[config.mk]
export PLATFORM = sky130hd
export DESIGN_NAME = python_rx_decode
export DESIGN_NICKNAME = d
export VERILOG_FILES = /design/src/rtl/python_rx_decode.sv
export SDC_FILE = /design/constraint.sdc
export NUM_CORES = 1
export LEC_CHECK = 0
export ABC_AREA = 0
export CORE_MARGIN = 4
export CORE_UTILIZATION = 50
export DETAILED_ROUTE_END_ITERATION = 16
export HOLD_SLACK_MARGIN = 0.15
export PLACE_DENSITY = 0.87
export SLEW_MARGIN = 20
export SYNTH_ARGS = -nofsm -noshare
export SYNTH_HDL_FRONTEND = slang
export SYNTH_SLANG_ARGS = --single-unit
[constraint.sdc]
create_clock -name clk -period 3.71 [get_ports clk]
set_input_delay 0.371 -clock clk [delete_from_list [all_inputs] [get_ports clk]]
set_output_delay 0.371 -clock clk [all_outputs]
set_load 0.05 [all_outputs]
[src/rtl/python_rx_decode.sv]
`default_nettype none
// ============================================================================
//  Module      : python_rx_decode
//  Description : Receive-side sync decoder for the Python LVDS interface.
//                Locks on the training word, follows frame/line structure
//                from the sync channel and regenerates fval, lval and gated
//                pixel kernels. Two-stage pipeline: decode, then state/outputs.
//  Options     : PYTHON_RX_ERR_CNT_EN adds a saturating 16-bit error counter
//                output (ov_err_cnt).
//  Revision    : 1.0 - initial release
// ============================================================================
module python_rx_decode #(
  parameter int unsigned           DATA_WIDTH  = 10,
  parameter int unsigned           CHANNEL_NUM = 4,
  parameter int unsigned           LOCK_CNT    = 8,
  parameter logic [DATA_WIDTH-1:0] TR_CODE     = 10'h3A6,
  parameter logic [DATA_WIDTH-1:0] FS_CODE     = 10'h2AA,
  parameter logic [DATA_WIDTH-1:0] FE_CODE     = 10'h32A,
  parameter logic [DATA_WIDTH-1:0] LS_CODE     = 10'h0AA,
  parameter logic [DATA_WIDTH-1:0] LE_CODE     = 10'h12A,
  parameter logic [DATA_WIDTH-1:0] IMG_CODE    = 10'h035,
  parameter logic [DATA_WIDTH-1:0] BL_CODE     = 10'h015,
  parameter logic [DATA_WIDTH-1:0] CRC_CODE    = 10'h059
) (
  input  logic                              clk,
  input  logic                              reset,
  input  logic                              i_data_valid,
  input  logic [DATA_WIDTH*CHANNEL_NUM-1:0] iv_pix_data,
  input  logic [DATA_WIDTH-1:0]             iv_ctrl_data,
  output logic                              o_locked,
  output logic                              o_fval,
  output logic                              o_lval,
  output logic [DATA_WIDTH*CHANNEL_NUM-1:0] ov_pix_data,
`ifdef PYTHON_RX_ERR_CNT_EN
  output logic [15:0]                       ov_err_cnt,
`endif
  output logic                              o_err
);

  localparam int unsigned PIX_W     = DATA_WIDTH * CHANNEL_NUM;
  localparam logic [7:0]  LOCK_LAST = 8'(LOCK_CNT - 1);

  // One flag per sync code; unk marks a word that matches none of them.
  typedef struct packed {
    logic tr;
    logic fs;
    logic fe;
    logic ls;
    logic le;
    logic img;
    logic bl;
    logic crc;
    logic unk;
  } ctrl_flags_t;

  typedef enum logic [1:0] {
    ST_UNLOCK = 2'd0,
    ST_IDLE   = 2'd1,
    ST_FRAME  = 2'd2,
    ST_LINE   = 2'd3
  } state_t;

  ctrl_flags_t flags_d;
  ctrl_flags_t flags_q;
  logic        s1_valid_q;
  logic [PIX_W-1:0] s1_pix_q;

  state_t      state_q;
  state_t      state_d;
  logic [7:0]  lock_cnt_q;
  logic [7:0]  lock_cnt_d;

  logic        pix_word;
  logic        err_d;
  logic        fval_d;
  logic        locked_d;
  logic [PIX_W-1:0] pix_d;

  logic        locked_q;
  logic        fval_q;
  logic        lval_q;
  logic        err_q;
  logic [PIX_W-1:0] pix_q;

  // Decode the incoming sync word into one-hot code flags.
  always_comb begin
    flags_d     = '0;
    flags_d.tr  = (iv_ctrl_data == TR_CODE);
    flags_d.fs  = (iv_ctrl_data == FS_CODE);
    flags_d.fe  = (iv_ctrl_data == FE_CODE);
    flags_d.ls  = (iv_ctrl_data == LS_CODE);
    flags_d.le  = (iv_ctrl_data == LE_CODE);
    flags_d.img = (iv_ctrl_data == IMG_CODE);
    flags_d.bl  = (iv_ctrl_data == BL_CODE);
    flags_d.crc = (iv_ctrl_data == CRC_CODE);
    flags_d.unk = ~(flags_d.tr | flags_d.fs | flags_d.fe | flags_d.ls |
                    flags_d.le | flags_d.img | flags_d.bl | flags_d.crc);
  end

  // Stage 1: capture the word enable every cycle, payload only on valid words.
  always_ff @(posedge clk or posedge reset) begin
    if (reset) begin
      s1_valid_q <= 1'b0;
      s1_pix_q   <= '0;
      flags_q    <= '0;
    end else begin
      s1_valid_q <= i_data_valid;
      if (i_data_valid) begin
        s1_pix_q <= iv_pix_data;
        flags_q  <= flags_d;
      end
    end
  end

  // State and training-run counter registers.
  always_ff @(posedge clk or posedge reset) begin
    if (reset) begin
      state_q    <= ST_UNLOCK;
      lock_cnt_q <= '0;
    end else begin
      state_q    <= state_d;
      lock_cnt_q <= lock_cnt_d;
    end
  end

  // Next-state logic and per-word output decisions for the stage-1 word.
  always_comb begin
    state_d    = state_q;
    lock_cnt_d = lock_cnt_q;
    pix_word   = 1'b0;
    err_d      = 1'b0;
    fval_d     = fval_q;
    if (s1_valid_q) begin
      if ((state_q != ST_UNLOCK) && flags_q.unk) begin
        // Garbage on the sync channel means the word alignment is lost.
        err_d   = 1'b1;
        state_d = ST_UNLOCK;
      end else begin
        case (state_q)
          ST_UNLOCK: begin
            if (flags_q.tr) begin
              if (lock_cnt_q == LOCK_LAST) begin
                state_d    = ST_IDLE;
                lock_cnt_d = '0;
              end else begin
                lock_cnt_d = lock_cnt_q + 8'd1;
              end
            end else begin
              lock_cnt_d = '0;
            end
          end
          ST_IDLE: begin
            if (flags_q.fs) begin
              pix_word = 1'b1;
              state_d  = ST_LINE;
            end else if (flags_q.tr || flags_q.bl || flags_q.crc) begin
              state_d = ST_IDLE;
            end else begin
              err_d = 1'b1;
            end
          end
          ST_FRAME: begin
            if (flags_q.ls) begin
              pix_word = 1'b1;
              state_d  = ST_LINE;
            end else if (flags_q.tr || flags_q.bl || flags_q.crc) begin
              state_d = ST_FRAME;
            end else begin
              err_d   = 1'b1;
              state_d = ST_IDLE;
            end
          end
          ST_LINE: begin
            if (flags_q.img) begin
              pix_word = 1'b1;
            end else if (flags_q.le) begin
              pix_word = 1'b1;
              state_d  = ST_FRAME;
            end else if (flags_q.fe) begin
              pix_word = 1'b1;
              state_d  = ST_IDLE;
            end else if (flags_q.bl || flags_q.crc) begin
              state_d = ST_LINE;
            end else begin
              err_d   = 1'b1;
              state_d = ST_IDLE;
            end
          end
          default: begin
            state_d    = ST_UNLOCK;
            lock_cnt_d = '0;
          end
        endcase
      end
      // The FE word itself still belongs to the frame through pix_word.
      fval_d = pix_word | (state_d == ST_FRAME) | (state_d == ST_LINE);
    end
    locked_d = (state_d != ST_UNLOCK);
    pix_d    = pix_word ? s1_pix_q : '0;
  end

  // Stage 2: registered outputs.
  always_ff @(posedge clk or posedge reset) begin
    if (reset) begin
      locked_q <= 1'b0;
      fval_q   <= 1'b0;
      lval_q   <= 1'b0;
      err_q    <= 1'b0;
      pix_q    <= '0;
    end else begin
      locked_q <= locked_d;
      fval_q   <= fval_d;
      lval_q   <= pix_word;
      err_q    <= err_d;
      pix_q    <= pix_d;
    end
  end

  assign o_locked    = locked_q;
  assign o_fval      = fval_q;
  assign o_lval      = lval_q;
  assign o_err       = err_q;
  assign ov_pix_data = pix_q;

`ifdef PYTHON_RX_ERR_CNT_EN
  logic [15:0] err_cnt_q;

  // Saturating count of protocol errors, aligned with the o_err pulse.
  always_ff @(posedge clk or posedge reset) begin
    if (reset) begin
      err_cnt_q <= '0;
    end else if (err_d && (err_cnt_q != 16'hFFFF)) begin
      err_cnt_q <= err_cnt_q + 16'd1;
    end
  end

  assign ov_err_cnt = err_cnt_q;
`endif

endmodule
`default_nettype wire

==> impl_metrics.env <==
export IMPL_grt_pass1_wl_um=13200
export IMPL_start_util_pct=51.1
export IMPL_antenna_cells=0
export IMPL_post_route_drc_count=0
export IMPL_critical_path_max_fanout=1
export IMPL_postLayoutCoreUtil_pct=66.0
export IMPL_yosysSeqAreaShare_pct=62.3
export IMPL_critical_path_cell_count=1
export IMPL_status="complete, no violations"
export IMPL_syn_instance_count=310
export IMPL_clk_latency_ps=350
export IMPL_ys_async_sr_fraction_pct=100
export IMPL_finalInstanceArea_um2=5400
export IMPL_ctsLongestPathBuffers=2
export IMPL_post_cts_buffers=0
export IMPL_gr_usage_all_layers_pct=16.6
export IMPL_ff_latch_area_um2=2600
export IMPL_leakage_nw=2.35
export IMPL_critical_path_data_required_time_ps=3340
export IMPL_chipHeight_um=99.4
export IMPL_finalSetupViolations=0
export IMPL_max_freq_mhz=531
export IMPL_final_period_utilization_pct=50.7
export IMPL_synth_avg_cell_area_um2=13.5
export IMPL_yosys_most_used_dff="sky130_fd_sc_hd__dfrtp_1"
export IMPL_synth_yosys_warnings=0
export IMPL_drt_wl_total_um=7960
export IMPL_pin_slew_with_the_least_headroom_to_its_limit_ps=667
export IMPL_hpwl_um=5620
export IMPL_worstSetupPathType="flop to primary output"
export IMPL_timing_critical_path_to_type="primary output"
export IMPL_number_of_global_route_vias_before_repair=2839
export IMPL_worstPathCellList="clkdlybuf4s50_1"
export IMPL_maxSlewViolCount=0
export IMPL_hold_fails_final_rpt=0
export IMPL_ir_worst_vdd_v=0.000243
export IMPL_drt_wirelength_per_cell_um=15.4
export IMPL_post_cts_resized_instances=0
export IMPL_numPortBuffers=96
export IMPL_floorplan_core_area_um2=8180
export IMPL_postSynthNetCount=364
export IMPL_rr_startpoint="state_q[1]$_DFF_PP0_"
export IMPL_grt_max_degree=105
export IMPL_postRouteAntennaNets=0
export IMPL_multi_input_area_um2=1430
export IMPL_powerDensity_nw_per_um2=379
export IMPL_clock_root_buffer="sky130_fd_sc_hd__clkbuf_8"
export IMPL_grt_ovfl_total=0
export IMPL_cts_num_sinks=104
export IMPL_die_width_um=99.4
export IMPL_netlist_cell_type_count=46
export IMPL_initial_antenna_violation_count=0
export IMPL_dieArea_um2=9880
export IMPL_hold_path_class="primary input to asynchronous set/reset pin"
export IMPL_syn_cell_area_um2=4180
export IMPL_num_vias=2710
export IMPL_r2r_worst_path_cells=4
export IMPL_fp_row_count=33
export IMPL_crit_path_max_incr_delay_ps=820
export IMPL_capturing_point_of_the_worst_reg2reg_path="o_fval$_DFFE_PP0P_"
export IMPL_worstSetupStartpointType="flop"
export IMPL_placement_cell_area_um2=5200
export IMPL_tritoncts_num_buffers=9
export IMPL_cts_clk_slew_worst_paths_ps=90
export IMPL_detailedRoute_firstIterationViolations=89
export IMPL_timing_critical_path_arrival_ps=1510
export IMPL_synth_edff_count=0
export IMPL_fillCellCount=591
export IMPL_ys_seq_elements=104
export IMPL_drive_above_1_share_pct=24.6
export IMPL_route_detailed_vias_per_inst=5.26
export IMPL_timing_max_cap_violations=0
export IMPL_cts_max_level=3
export IMPL_top_level_ports=97
export IMPL_endpoint="ov_pix_data[1]"
export IMPL_place_congestion=0.853
export IMPL_crit_start="ov_pix_data[1]$_DFF_PP0_"
export IMPL_worstPathBufferInverterCount=1
export IMPL_slowest_stage="sky130_fd_sc_hd__clkdlybuf4s50_1"
export IMPL_cts_hold_repair_buffers=0
export IMPL_tritoncts="done"
export IMPL_critPathTopFamily="buffers and inverters"
export IMPL_max_slew_margin_pct=55.5
export IMPL_final_setup_skew_ps=8.36
export IMPL_period_minus_slack_ps=1880
export IMPL_r2r_slack_ps=1840
export IMPL_firstDrtPassIters=4
export IMPL_setup_tns_ps=0
export IMPL_synthToLayoutAreaGrowth_pct=29.3
export IMPL_design_final_nets=459
export IMPL_setup_repair_after_global_routing_missed_its_margin="false"
-- registers in the layout (all words and copies together) (netlist names) --
signal / flops
lock_cnt_q: 8
state_q: 2
s1_valid_q: 1
ov_pix_data: 40
o_locked: 1
s1_pix_q: 40
flags_q: 9
o_lval: 1
o_fval: 1
o_err: 1
-- stage by stage --
step | hold WS, ps | total power, mW | worst slack [ps] | instances
after floorplan | 402 | 1.30 | 607 | 310
after global placement | 457 | 1.37 | 1740 | 499
after detailed placement | 466 | 1.38 | 1640 | 499
after CTS | 482 | 2.07 | 1790 | 515
after global routing | 499 | 2.13 | 1690 | 515
final | 479 | 2.05 | 1830 | 515
-- final cells by class --
cell class,instances,share of cell area [%]
flip-flops and latches,104,48.2
multi-input cells,177,26.4
repair buffers,97,18.1
clock buffers,12,2.69
well taps,105,2.43
inverters,16,1.16
clock inverters,4,0.950
-- cell usage after synthesis, drive strengths merged, types with 4 or more instances --
library cell | count | area [um2]
dfrtp | 104 | 2600
o32ai | 4 | 35.0
mux2 | 41 | 462
nor2 | 7 | 26.3
inv | 16 | 60.1
nand2 | 11 | 41.3
or3 | 4 | 30.0
a21oi | 4 | 20.0
o21ai | 13 | 65.1
nand3 | 5 | 25.0
nand2b | 4 | 25.0
o22ai | 4 | 25.0
buf | 13 | 86.3
and2 | 42 | 353
-- report_power, final --
group          internal, mW  switching (mW)
logic                0.0942          0.0597
clock network         0.333           0.359
registers              1.18          0.0232
-- logic make-up (layout without fill, tap and decap cells) --
kind of cell	Yosys count	after routing	synth area share (%)
multiplexers	41	41	11.1
buffers and inverters	29	129	3.51
AO/OA/AOI/OAI	43	43	7.10
adder cells (fa/ha/maj)	1	1	0.300
flip-flops	104	104	62.3
AND/OR/NAND/NOR	92	92	15.7
-- how the worst min path moves through the flow --
| stage | start | to | slack [ps] | depth (start not counted) |
|---|---|---|---|---|
| finish | reset | ov_pix_data[23]$_DFF_PP0_ | 480 | 3 |
| global route | i_data_valid | s1_valid_q$_DFF_PP0_ | 500 | 1 |
| CTS | lock_cnt_q[7]$_DFFE_PP0P_ | lock_cnt_q[7]$_DFFE_PP0P_ | 480 | 1 |
| detailed placement | s1_pix_q[32]$_DFFE_PP0P_ | ov_pix_data[32]$_DFF_PP0_ | 470 | 1 |
| global placement | s1_pix_q[32]$_DFFE_PP0P_ | ov_pix_data[32]$_DFF_PP0_ | 460 | 1 |
| floorplan | i_data_valid | s1_valid_q$_DFF_PP0_ | 400 | 0 |
-- metal layers --
layer  GRT usage [%]  part of all wire [%]  up-vias
li1                -                     -     1255
met1            19.2                    38     1377
met2            28.9                    54       69
met3            5.19                   6.7        9
met4            6.20                   1.0        0
met5               0                     0        -
-- cell usage in the layout (no fill, tap or decap), types with 2 or more instances in the layout --
cell,instances
sky130_fd_sc_hd__nor3_1,3
sky130_fd_sc_hd__o31ai_1,3
sky130_fd_sc_hd__nand2_1,11
sky130_fd_sc_hd__and2_4,35
sky130_fd_sc_hd__and2_1,5
sky130_fd_sc_hd__clkbuf_8,10
sky130_fd_sc_hd__and3_1,2
sky130_fd_sc_hd__o211ai_1,2
sky130_fd_sc_hd__nor2_1,7
sky130_fd_sc_hd__nand2b_1,4
sky130_fd_sc_hd__or3_1,3
sky130_fd_sc_hd__nand4bb_1,2
sky130_fd_sc_hd__clkbuf_1,2
sky130_fd_sc_hd__clkdlybuf4s50_1,95
sky130_fd_sc_hd__nor3b_1,2
sky130_fd_sc_hd__a31oi_1,2
sky130_fd_sc_hd__o32ai_1,4
sky130_fd_sc_hd__o221ai_1,2
sky130_fd_sc_hd__and2_2,2
sky130_fd_sc_hd__o41ai_1,2
sky130_fd_sc_hd__a21oi_1,4
sky130_fd_sc_hd__or2_2,2
sky130_fd_sc_hd__dfrtp_1,104
sky130_fd_sc_hd__o21ai_0,12
sky130_fd_sc_hd__nand3_1,5
sky130_fd_sc_hd__o22ai_1,4
sky130_fd_sc_hd__nand3b_1,2
sky130_fd_sc_hd__mux2_2,41
sky130_fd_sc_hd__inv_1,15
Power figures use the tool's default switching activity.
